File: src/rtl/wb_pc_unit_if.sv
// wb_pc_unit_if: bundle of every signal between the write-back / next-PC
// stage and its neighbours (execute/memory, UART receiver, fetch, register file).
// The master modport is the upstream side that drives instructions and operands.
// The slave modport is the wb_pc_unit itself.
// The parameters must match the ones given to the wb_pc_unit that uses this bundle.
interface wb_pc_unit_if #(
  parameter int INST_MEM_WIDTH = 5,
  parameter int DATA_WIDTH     = 32,
  parameter int REG_ADDR_W     = 5
);

  logic                      in_valid;
  logic                      in_ready;
  logic                      AorF;
  logic                      RegWrite;
  logic [1:0]                MemtoReg;
  logic [1:0]                Branch;
  logic                      JumpReg;
  logic [DATA_WIDTH-1:0]     alu_result;
  logic [DATA_WIDTH-1:0]     register_data;
  logic [DATA_WIDTH-1:0]     read_data;
  logic                      mem_ready;
  logic [REG_ADDR_W-1:0]     rd;
  logic [25:0]               inst_index;
  logic [INST_MEM_WIDTH-1:0] pc1;
  logic [INST_MEM_WIDTH-1:0] pc2;
  logic                      input_valid;
  logic [DATA_WIDTH-1:0]     input_data;
  logic                      input_ack;
  logic                      out_valid;
  logic                      AorF_next;
  logic                      RegWrite_next;
  logic [REG_ADDR_W-1:0]     rd_next;
  logic [DATA_WIDTH-1:0]     data;
  logic [INST_MEM_WIDTH-1:0] pc_next;
  logic [INST_MEM_WIDTH-1:0] pc1_next;
  logic                      timeout_err;

  modport master (
    output in_valid, AorF, RegWrite, MemtoReg, Branch, JumpReg,
           alu_result, register_data, read_data, mem_ready, rd, inst_index,
           pc1, pc2, input_valid, input_data,
    input  in_ready, input_ack, out_valid, AorF_next, RegWrite_next, rd_next,
           data, pc_next, pc1_next, timeout_err
  );

  modport slave (
    input  in_valid, AorF, RegWrite, MemtoReg, Branch, JumpReg,
           alu_result, register_data, read_data, mem_ready, rd, inst_index,
           pc1, pc2, input_valid, input_data,
    output in_ready, input_ack, out_valid, AorF_next, RegWrite_next, rd_next,
           data, pc_next, pc1_next, timeout_err
  );

endinterface

File: src/rtl/wb_pc_unit.sv
// wb_pc_unit: write-back source select and next-PC resolution for the multi-cycle core.
// The stage takes one instruction per handshake, waits for memory or UART data
// if needed, and then gives a single commit pulse. That pulse restarts fetch and
// writes the register file.
// Optional feature: define WB_UART_TIMEOUT_EN to abandon a UART read after
// UART_TIMEOUT idle cycles. A timed-out read commits data=0 with the write
// disabled and sets the sticky timeout_err flag.
module wb_pc_unit #(
  parameter int INST_MEM_WIDTH = 5,
  parameter int DATA_WIDTH     = 32,
  parameter int REG_ADDR_W     = 5,
  parameter int UART_TIMEOUT   = 1024
) (
  input  logic         CLK,
  input  logic         reset,
  wb_pc_unit_if.slave  bus
);

  typedef enum logic [2:0] {
    BOOT,
    IDLE,
    WAIT_MEM,
    WAIT_IN,
    COMMIT
  } state_t;

  state_t                    state;

  // Instruction fields captured on acceptance. Upstream may change its
  // outputs freely after the handshake.
  logic                      cap_aorf;
  logic                      cap_regwrite;
  logic                      cap_jumpreg;
  logic [1:0]                cap_branch;
  logic                      cap_alu_zero;
  logic [REG_ADDR_W-1:0]     cap_rd;
  logic [INST_MEM_WIDTH-1:0] cap_reg_target;
  logic [INST_MEM_WIDTH-1:0] cap_jump_target;
  logic [INST_MEM_WIDTH-1:0] cap_pc1;
  logic [INST_MEM_WIDTH-1:0] cap_pc2;
  logic [DATA_WIDTH-1:0]     wb_data;

  logic [DATA_WIDTH-1:0]     link_data;
  logic [INST_MEM_WIDTH-1:0] target_pc;
  logic                      branch_taken;
  logic                      timeout_hit;

  // Only the low bits of the jump sources form a PC. The remaining bits are
  // collected here so that leaving them unused is clearly intentional.
  logic                      unused_sink;
  assign unused_sink = ^{bus.inst_index, bus.register_data, UART_TIMEOUT};

  // Link value: pc1 zero-extended to the data width.
  always_comb begin
    link_data = '0;
    link_data[INST_MEM_WIDTH-1:0] = bus.pc1;
  end

  // Next PC from the captured fields. JumpReg takes priority over every Branch
  // code; conditional branches test the captured ALU zero flag.
  always_comb begin
    branch_taken = (cap_branch == 2'b00) ? cap_alu_zero : !cap_alu_zero;
    target_pc    = cap_pc1;
    if (cap_jumpreg) begin
      target_pc = cap_reg_target;
    end else begin
      case (cap_branch)
        2'b10:        target_pc = cap_jump_target;
        2'b00, 2'b01: target_pc = branch_taken ? cap_pc2 : cap_pc1;
        default:      target_pc = cap_pc1;
      endcase
    end
  end

  // The UART acknowledge is combinational. It echoes input_valid in exactly the
  // cycle in which the word is consumed.
  assign bus.input_ack = !reset && (state == WAIT_IN) && bus.input_valid;

`ifdef WB_UART_TIMEOUT_EN
  localparam int TO_W = $clog2(UART_TIMEOUT + 1);

  logic [TO_W-1:0] wait_cnt;
  logic            timeout_flag;

  assign timeout_hit = (state == WAIT_IN) && !bus.input_valid &&
                       (wait_cnt == TO_W'(UART_TIMEOUT - 1));
  assign bus.timeout_err = timeout_flag;

  // Count idle cycles spent in WAIT_IN. WAIT_IN is entered only from IDLE, so
  // the counter is cleared there. The error flag stays set until reset.
  always_ff @(posedge CLK) begin
    if (reset) begin
      wait_cnt     <= '0;
      timeout_flag <= 1'b0;
    end else begin
      if (state == IDLE) begin
        wait_cnt <= '0;
      end else if ((state == WAIT_IN) && !bus.input_valid) begin
        wait_cnt <= wait_cnt + TO_W'(1);
      end
      if (timeout_hit) begin
        timeout_flag <= 1'b1;
      end
    end
  end
`else
  assign timeout_hit     = 1'b0;
  assign bus.timeout_err = 1'b0;
`endif

  // Main control FSM. It captures on accept, waits for late data, and then
  // registers all commit outputs together with a one-cycle out_valid pulse.
  always_ff @(posedge CLK) begin
    if (reset) begin
      state             <= BOOT;
      bus.in_ready      <= 1'b0;
      bus.out_valid     <= 1'b0;
      bus.AorF_next     <= 1'b0;
      bus.RegWrite_next <= 1'b0;
      bus.rd_next       <= '0;
      bus.data          <= '0;
      bus.pc_next       <= '0;
      bus.pc1_next      <= INST_MEM_WIDTH'(1);
      cap_aorf          <= 1'b0;
      cap_regwrite      <= 1'b0;
      cap_jumpreg       <= 1'b0;
      cap_branch        <= 2'b10;
      cap_alu_zero      <= 1'b0;
      cap_rd            <= '0;
      cap_reg_target    <= '0;
      cap_jump_target   <= '0;
      cap_pc1           <= '0;
      cap_pc2           <= '0;
      wb_data           <= '0;
    end else begin
      bus.out_valid <= 1'b0;
      case (state)
        BOOT: begin
          // Fake a non-writing jump to address 0 so the first commit starts fetch.
          cap_aorf        <= 1'b0;
          cap_regwrite    <= 1'b0;
          cap_jumpreg     <= 1'b0;
          cap_branch      <= 2'b10;
          cap_jump_target <= '0;
          cap_rd          <= '0;
          wb_data         <= '0;
          state           <= COMMIT;
        end
        IDLE: begin
          if (bus.in_valid) begin
            cap_aorf        <= bus.AorF;
            cap_regwrite    <= bus.RegWrite;
            cap_jumpreg     <= bus.JumpReg;
            cap_branch      <= bus.Branch;
            cap_alu_zero    <= (bus.alu_result == '0);
            cap_rd          <= bus.rd;
            cap_reg_target  <= bus.register_data[INST_MEM_WIDTH-1:0];
            cap_jump_target <= bus.inst_index[INST_MEM_WIDTH-1:0];
            cap_pc1         <= bus.pc1;
            cap_pc2         <= bus.pc2;
            bus.in_ready    <= 1'b0;
            case (bus.MemtoReg)
              2'b00:   wb_data <= bus.alu_result;
              2'b10:   wb_data <= link_data;
              default: wb_data <= '0;
            endcase
            case (bus.MemtoReg)
              2'b01:   state <= WAIT_MEM;
              2'b11:   state <= WAIT_IN;
              default: state <= COMMIT;
            endcase
          end
        end
        WAIT_MEM: begin
          if (bus.mem_ready) begin
            wb_data <= bus.read_data;
            state   <= COMMIT;
          end
        end
        WAIT_IN: begin
          if (bus.input_valid) begin
            wb_data <= bus.input_data;
            state   <= COMMIT;
          end else if (timeout_hit) begin
            wb_data      <= '0;
            cap_regwrite <= 1'b0;
            state        <= COMMIT;
          end
        end
        COMMIT: begin
          bus.AorF_next     <= cap_aorf;
          bus.RegWrite_next <= cap_regwrite;
          bus.rd_next       <= cap_rd;
          bus.data          <= wb_data;
          bus.pc_next       <= target_pc;
          bus.pc1_next      <= target_pc + INST_MEM_WIDTH'(1);
          bus.out_valid     <= 1'b1;
          bus.in_ready      <= 1'b1;
          state             <= IDLE;
        end
        default: begin
          state <= BOOT;
        end
      endcase
    end
  end

endmodule

File: src/flat_wrapper.sv
// flat-port wrapper written by rule: the top's interface ports become plain ports
module wb_pc_unit_flat 
#(
  parameter int INST_MEM_WIDTH = 5,
  parameter int DATA_WIDTH     = 32,
  parameter int REG_ADDR_W     = 5,
  parameter int UART_TIMEOUT   = 1024
)
  (CLK, reset, bus_in_valid, bus_AorF, bus_RegWrite, bus_MemtoReg, bus_Branch, bus_JumpReg, bus_alu_result, bus_register_data, bus_read_data, bus_mem_ready, bus_rd, bus_inst_index, bus_pc1, bus_pc2, bus_input_valid, bus_input_data, bus_in_ready, bus_input_ack, bus_out_valid, bus_AorF_next, bus_RegWrite_next, bus_rd_next, bus_data, bus_pc_next, bus_pc1_next, bus_timeout_err);
  wb_pc_unit_if #(.INST_MEM_WIDTH(INST_MEM_WIDTH), .DATA_WIDTH(DATA_WIDTH), .REG_ADDR_W(REG_ADDR_W)) bus_i ();
  input  logic CLK;
  input  logic reset;
  input wire logic [$bits(bus_i.in_valid)-1:0] bus_in_valid;
  input wire logic [$bits(bus_i.AorF)-1:0] bus_AorF;
  input wire logic [$bits(bus_i.RegWrite)-1:0] bus_RegWrite;
  input wire logic [$bits(bus_i.MemtoReg)-1:0] bus_MemtoReg;
  input wire logic [$bits(bus_i.Branch)-1:0] bus_Branch;
  input wire logic [$bits(bus_i.JumpReg)-1:0] bus_JumpReg;
  input wire logic [$bits(bus_i.alu_result)-1:0] bus_alu_result;
  input wire logic [$bits(bus_i.register_data)-1:0] bus_register_data;
  input wire logic [$bits(bus_i.read_data)-1:0] bus_read_data;
  input wire logic [$bits(bus_i.mem_ready)-1:0] bus_mem_ready;
  input wire logic [$bits(bus_i.rd)-1:0] bus_rd;
  input wire logic [$bits(bus_i.inst_index)-1:0] bus_inst_index;
  input wire logic [$bits(bus_i.pc1)-1:0] bus_pc1;
  input wire logic [$bits(bus_i.pc2)-1:0] bus_pc2;
  input wire logic [$bits(bus_i.input_valid)-1:0] bus_input_valid;
  input wire logic [$bits(bus_i.input_data)-1:0] bus_input_data;
  output wire logic [$bits(bus_i.in_ready)-1:0] bus_in_ready;
  output wire logic [$bits(bus_i.input_ack)-1:0] bus_input_ack;
  output wire logic [$bits(bus_i.out_valid)-1:0] bus_out_valid;
  output wire logic [$bits(bus_i.AorF_next)-1:0] bus_AorF_next;
  output wire logic [$bits(bus_i.RegWrite_next)-1:0] bus_RegWrite_next;
  output wire logic [$bits(bus_i.rd_next)-1:0] bus_rd_next;
  output wire logic [$bits(bus_i.data)-1:0] bus_data;
  output wire logic [$bits(bus_i.pc_next)-1:0] bus_pc_next;
  output wire logic [$bits(bus_i.pc1_next)-1:0] bus_pc1_next;
  output wire logic [$bits(bus_i.timeout_err)-1:0] bus_timeout_err;
  assign bus_i.in_valid = bus_in_valid;
  assign bus_i.AorF = bus_AorF;
  assign bus_i.RegWrite = bus_RegWrite;
  assign bus_i.MemtoReg = bus_MemtoReg;
  assign bus_i.Branch = bus_Branch;
  assign bus_i.JumpReg = bus_JumpReg;
  assign bus_i.alu_result = bus_alu_result;
  assign bus_i.register_data = bus_register_data;
  assign bus_i.read_data = bus_read_data;
  assign bus_i.mem_ready = bus_mem_ready;
  assign bus_i.rd = bus_rd;
  assign bus_i.inst_index = bus_inst_index;
  assign bus_i.pc1 = bus_pc1;
  assign bus_i.pc2 = bus_pc2;
  assign bus_i.input_valid = bus_input_valid;
  assign bus_i.input_data = bus_input_data;
  assign bus_in_ready = bus_i.in_ready;
  assign bus_input_ack = bus_i.input_ack;
  assign bus_out_valid = bus_i.out_valid;
  assign bus_AorF_next = bus_i.AorF_next;
  assign bus_RegWrite_next = bus_i.RegWrite_next;
  assign bus_rd_next = bus_i.rd_next;
  assign bus_data = bus_i.data;
  assign bus_pc_next = bus_i.pc_next;
  assign bus_pc1_next = bus_i.pc1_next;
  assign bus_timeout_err = bus_i.timeout_err;
  wb_pc_unit #(.INST_MEM_WIDTH(INST_MEM_WIDTH), .DATA_WIDTH(DATA_WIDTH), .REG_ADDR_W(REG_ADDR_W), .UART_TIMEOUT(UART_TIMEOUT)) u_core (.CLK(CLK), .reset(reset), .bus(bus_i));
endmodule
File: config.mk
export PLATFORM = sky130hd
export DESIGN_NAME = wb_pc_unit_flat
export DESIGN_NICKNAME = d
export VERILOG_FILES = /design/src/rtl/wb_pc_unit_if.sv /design/src/rtl/wb_pc_unit.sv /design/src/flat_wrapper.sv
export SDC_FILE = /design/constraint.sdc
export NUM_CORES = 1
export LEC_CHECK = 0
export ABC_AREA = 1
export BUFFER_PORTS_ARGS = -buffer_cell sky130_fd_sc_hd__buf_2
export CAP_MARGIN = 0
export CORE_ASPECT_RATIO = 0.8
export CORE_MARGIN = 2
export CORE_UTILIZATION = 51
export CTS_CLUSTER_SIZE = 12
export DETAILED_ROUTE_END_ITERATION = 8
export PLACE_DENSITY = 0.86
export SETUP_SLACK_MARGIN = 0.2
export SLEW_MARGIN = 20
export SYNTH_ARGS = -nofsm -noshare
export SYNTH_HDL_FRONTEND = slang
export SYNTH_SLANG_ARGS = --single-unit
File: constraint.sdc
create_clock -name CLK -period 2.6 [get_ports CLK]
set_input_delay 0.13 -clock CLK [delete_from_list [all_inputs] [get_ports CLK]]
set_output_delay 0.13 -clock CLK [all_outputs]
set_load 0.03 [all_outputs]
==> impl_metrics.json <==
{
  "synth_xor_area_frac": 0,
  "crit_top_cell": "nand2_1",
  "diodes": 0,
  "synth_top_area_frac": 0.459,
  "syn2layout_area_growth_pct": 34.9,
  "yosysTopAreaCell": "dfxtp_1",
  "vias_per_cell": 5.20,
  "finalCriticalPeriod_ns": 1.90,
  "synth.most_common_cell": "nand2_1",
  "fin_crit_sh": 0.730,
  "end_kind": "register",
  "track_usage": 0.266,
  "grt_pass1_wl_um": 22500,
  "antenna_found_initial": 0,
  "hold_buffers": 21,
  "critPathKind": "register to register",
  "p_leak_nw": 3.16,
  "yosysWarningCount": 0,
  "antenna_left": 0,
  "drive_gt1_frac": 0.268,
  "ys.flop_type": "dfxtp_1",
  "ys_seq_area_frac": 0.459,
  "cts.sinks": 117,
  "outcome": "finished clean",
  "synth_top_family_by_area": "simple AND/OR/NAND/NOR gates",
  "pwr-share-clk": 0.426,
  "rsz0062_at_grt": "no",
  "path_cells": "inv_1, nor2_2, nand2_2, inv_4, nand3_1, inv_2, nand2_1, o211ai_1, nand2_1, a21oi_1",
  "synth_edf_count": 0,
  "numCtsBuffers": 17,
  "maxCapViolCount": 0,
  "async_flop_share": 0,
  "setup_tns_ns": 0,
  "power_switching_share": 0.310,
  "syn-cell-area_um2": 5100,
  "die_width_um": 116,
  "via_count": 5454,
  "synth_simple_gate_area_frac": 0.254,
  "synth-compound-area-share": 0.212,
  "synthesis.nets": 891,
  "ctsResizeCount": 0,
  "start_util": 0.526,
  "gr-total-overflow": 0,
  "dr.pass1.iters": 5,
  "start_kind": "register",
  "synth_common_cells": "nand2_1, nor2_1, dfxtp_1",
  "placed_cells": 995,
  "p_int_mw": 3.93,
  "arrival_ns": 2.23,
  "n_fill_cell": 854,
  "post-route-drc-count": 0,
  "fp.dieArea_um2": 10800,
  "wirelength_um": 14400,
  "rows": 32,
  "clock_latency_ns": 0.41,
  "wire_per_inst_um": 13.8,
  "core_area_um2": 9690,
  "max_stage_delay_ns": 0.43,
  "ys_seq_elements": 117,
  "avgSynthCellArea_um2": 7.19,
  "cts.clk_slew.worst_paths_ns": 0.06,
  "pin_count": 234,
  "crit_buf_inv": 3,
  "cts_tree": "done",
  "slew_headroom": 0.632,
  "dp_hpwl_um": 9760,
  "clock_path_buffers": 2,
  "pwr_density_cell_nw_per_um2": 829,
  "crit_path_top_delay_cell": "inv_2",
  "syn_inst": 709,
  "p_seq_frac": 0.364,
  "finalHoldViolCount": 0,
  "nNetsFinal": 1081,
  "cp_top_family": "buffers and inverters",
  "crit_path_max_fanout": 32,
  "grt_pass1_vias": 4718,
  "synth_area_leaders": "dfxtp_1, nand2_1, nor2_1",
  "gp_congestion": 0.873,
  "ir_worst_vdd_mv": 0.548,
  "hp-class": "primary input to register",
  "io_buffers": 184,
  "dieHeight_um": 93.4,
  "cp_data_required_time_ns": 2.93,
  "skew_ns": 0.0128,
  "worst_slew_pin_slew_ns": 0.551,
  "cts_max_level": 4,
  "stdcell_count": 1048,
  "first_iter_violations": 405,
  "finalSetupViolations": 0,
  "yosys.area_share.adder": 0.00245,
  "post-cts-setup-buffer-count": 0,
  "comb_power_share": 0.210,
  "slew_violations": 0,
  "max_freq_mhz": 527,
  "grt_start_max_net_pins": 50,
  "cts_root_buffer": "clkbuf_16",
  "p_switching_mw": 1.77,
  "ys_types": 33,
  "muxShareOfSynthArea": 0
}
## worst reg2reg max path, delay by kind of cell, from the launching register on
kind                   cells  cell delay, ns
AOI/OAI and AO/OA          2            0.27
buffers and inverters      3            0.69
DFF                        1            0.35
and+or+nand+nor            5            0.52
## state kept, by name (all words and copies together) (netlist names), 2 cells and up
| name | count |
|---|---|
| u_core.cap_jump_target | 5 |
| u_core.bus.data | 32 |
| u_core.cap_pc1 | 5 |
| u_core.state | 3 |
| u_core.wb_data | 32 |
| u_core.cap_rd | 5 |
| u_core.bus.pc1_next | 5 |
| u_core.cap_branch | 2 |
| u_core.bus.pc_next | 5 |
| u_core.cap_reg_target | 5 |
| u_core.bus.rd_next | 5 |
| u_core.cap_pc2 | 5 |
## layout make-up
| type | instances | area, um2 | area share |
|---|---|---|---|
| multi-input combinational | 511 | 2390 | 0.348 |
| sequential | 117 | 2340 | 0.340 |
| timing repair buffer | 215 | 1210 | 0.175 |
| clock buffer | 19 | 453 | 0.0658 |
| clock inverter | 13 | 174 | 0.0253 |
| tap | 136 | 170 | 0.0247 |
| inverter | 37 | 141 | 0.0206 |
## power by group through the flow
stage / clock network (mW) / logic (mW) / registers, mW
finish: 2.43 / 1.20 / 2.07
detailed placement: 0 / 1.16 / 2.11
global placement: 0 / 1.15 / 2.10
global route: 2.56 / 1.33 / 2.09
CTS: 2.46 / 1.20 / 2.07
floorplan: 0 / 0.597 / 2.32
## kinds of logic after synthesis
family / after synthesis
AO/OA/AOI/OAI: 188
adder cells (fa/ha/maj): 1
buffers and inverters: 81
flip-flops: 117
other: 1
AND/OR/NAND/NOR: 321
## path summary, 6_finish.rpt
kind,endpoint,from,slack (ns),depth (start not counted)
setup reg to reg,u_core.wb_data[0],u_core.state[0],0.70,10
hold reg to reg,u_core.wb_data[16],u_core.wb_data[16],0.46,2
setup / recovery,u_core.wb_data[0],u_core.state[0],0.70,10
hold / removal,u_core.cap_pc1[2],bus_pc1[2],0.02,3
## routing by layer
metal  global-route usage  routed length [um]
met1                0.349                6490
met2                0.427                6770
met3               0.0577                 885
met4                0.109                 271
met5                    0                   0
## layout by cell type (no fill, tap or decap), drive strengths merged
cell / instances
o21ai: 74
conb: 1
dlygate4sd3: 21
nor3: 1
dfxtp: 117
nand2: 163
nand3: 21
bufinv: 3
clkinv: 5
clkbuf: 19
a21oi: 69
a22oi: 32
nor2: 122
buf: 194
or2: 1
ha: 1
clkinvlp: 3
o22ai: 4
nand4: 5
inv: 39
o211ai: 5
a211oi: 4
nor4: 8
## per-stage QoR
stage	hold slack [ns]	power [mW]	setup WS, ns	utilization	area (um2)
after floorplan	0.265	2.91	1.08	-	5100
after global placement	0.353	3.25	0.821	0.624	6040
after detailed placement	0.356	3.27	0.772	0.624	6040
after CTS	0.00750	5.72	0.731	0.710	6880
after global routing	0.0165	5.98	0.505	0.710	6880
final	0.0150	5.70	0.701	0.710	6880
Power figures use the tool's default switching activity.
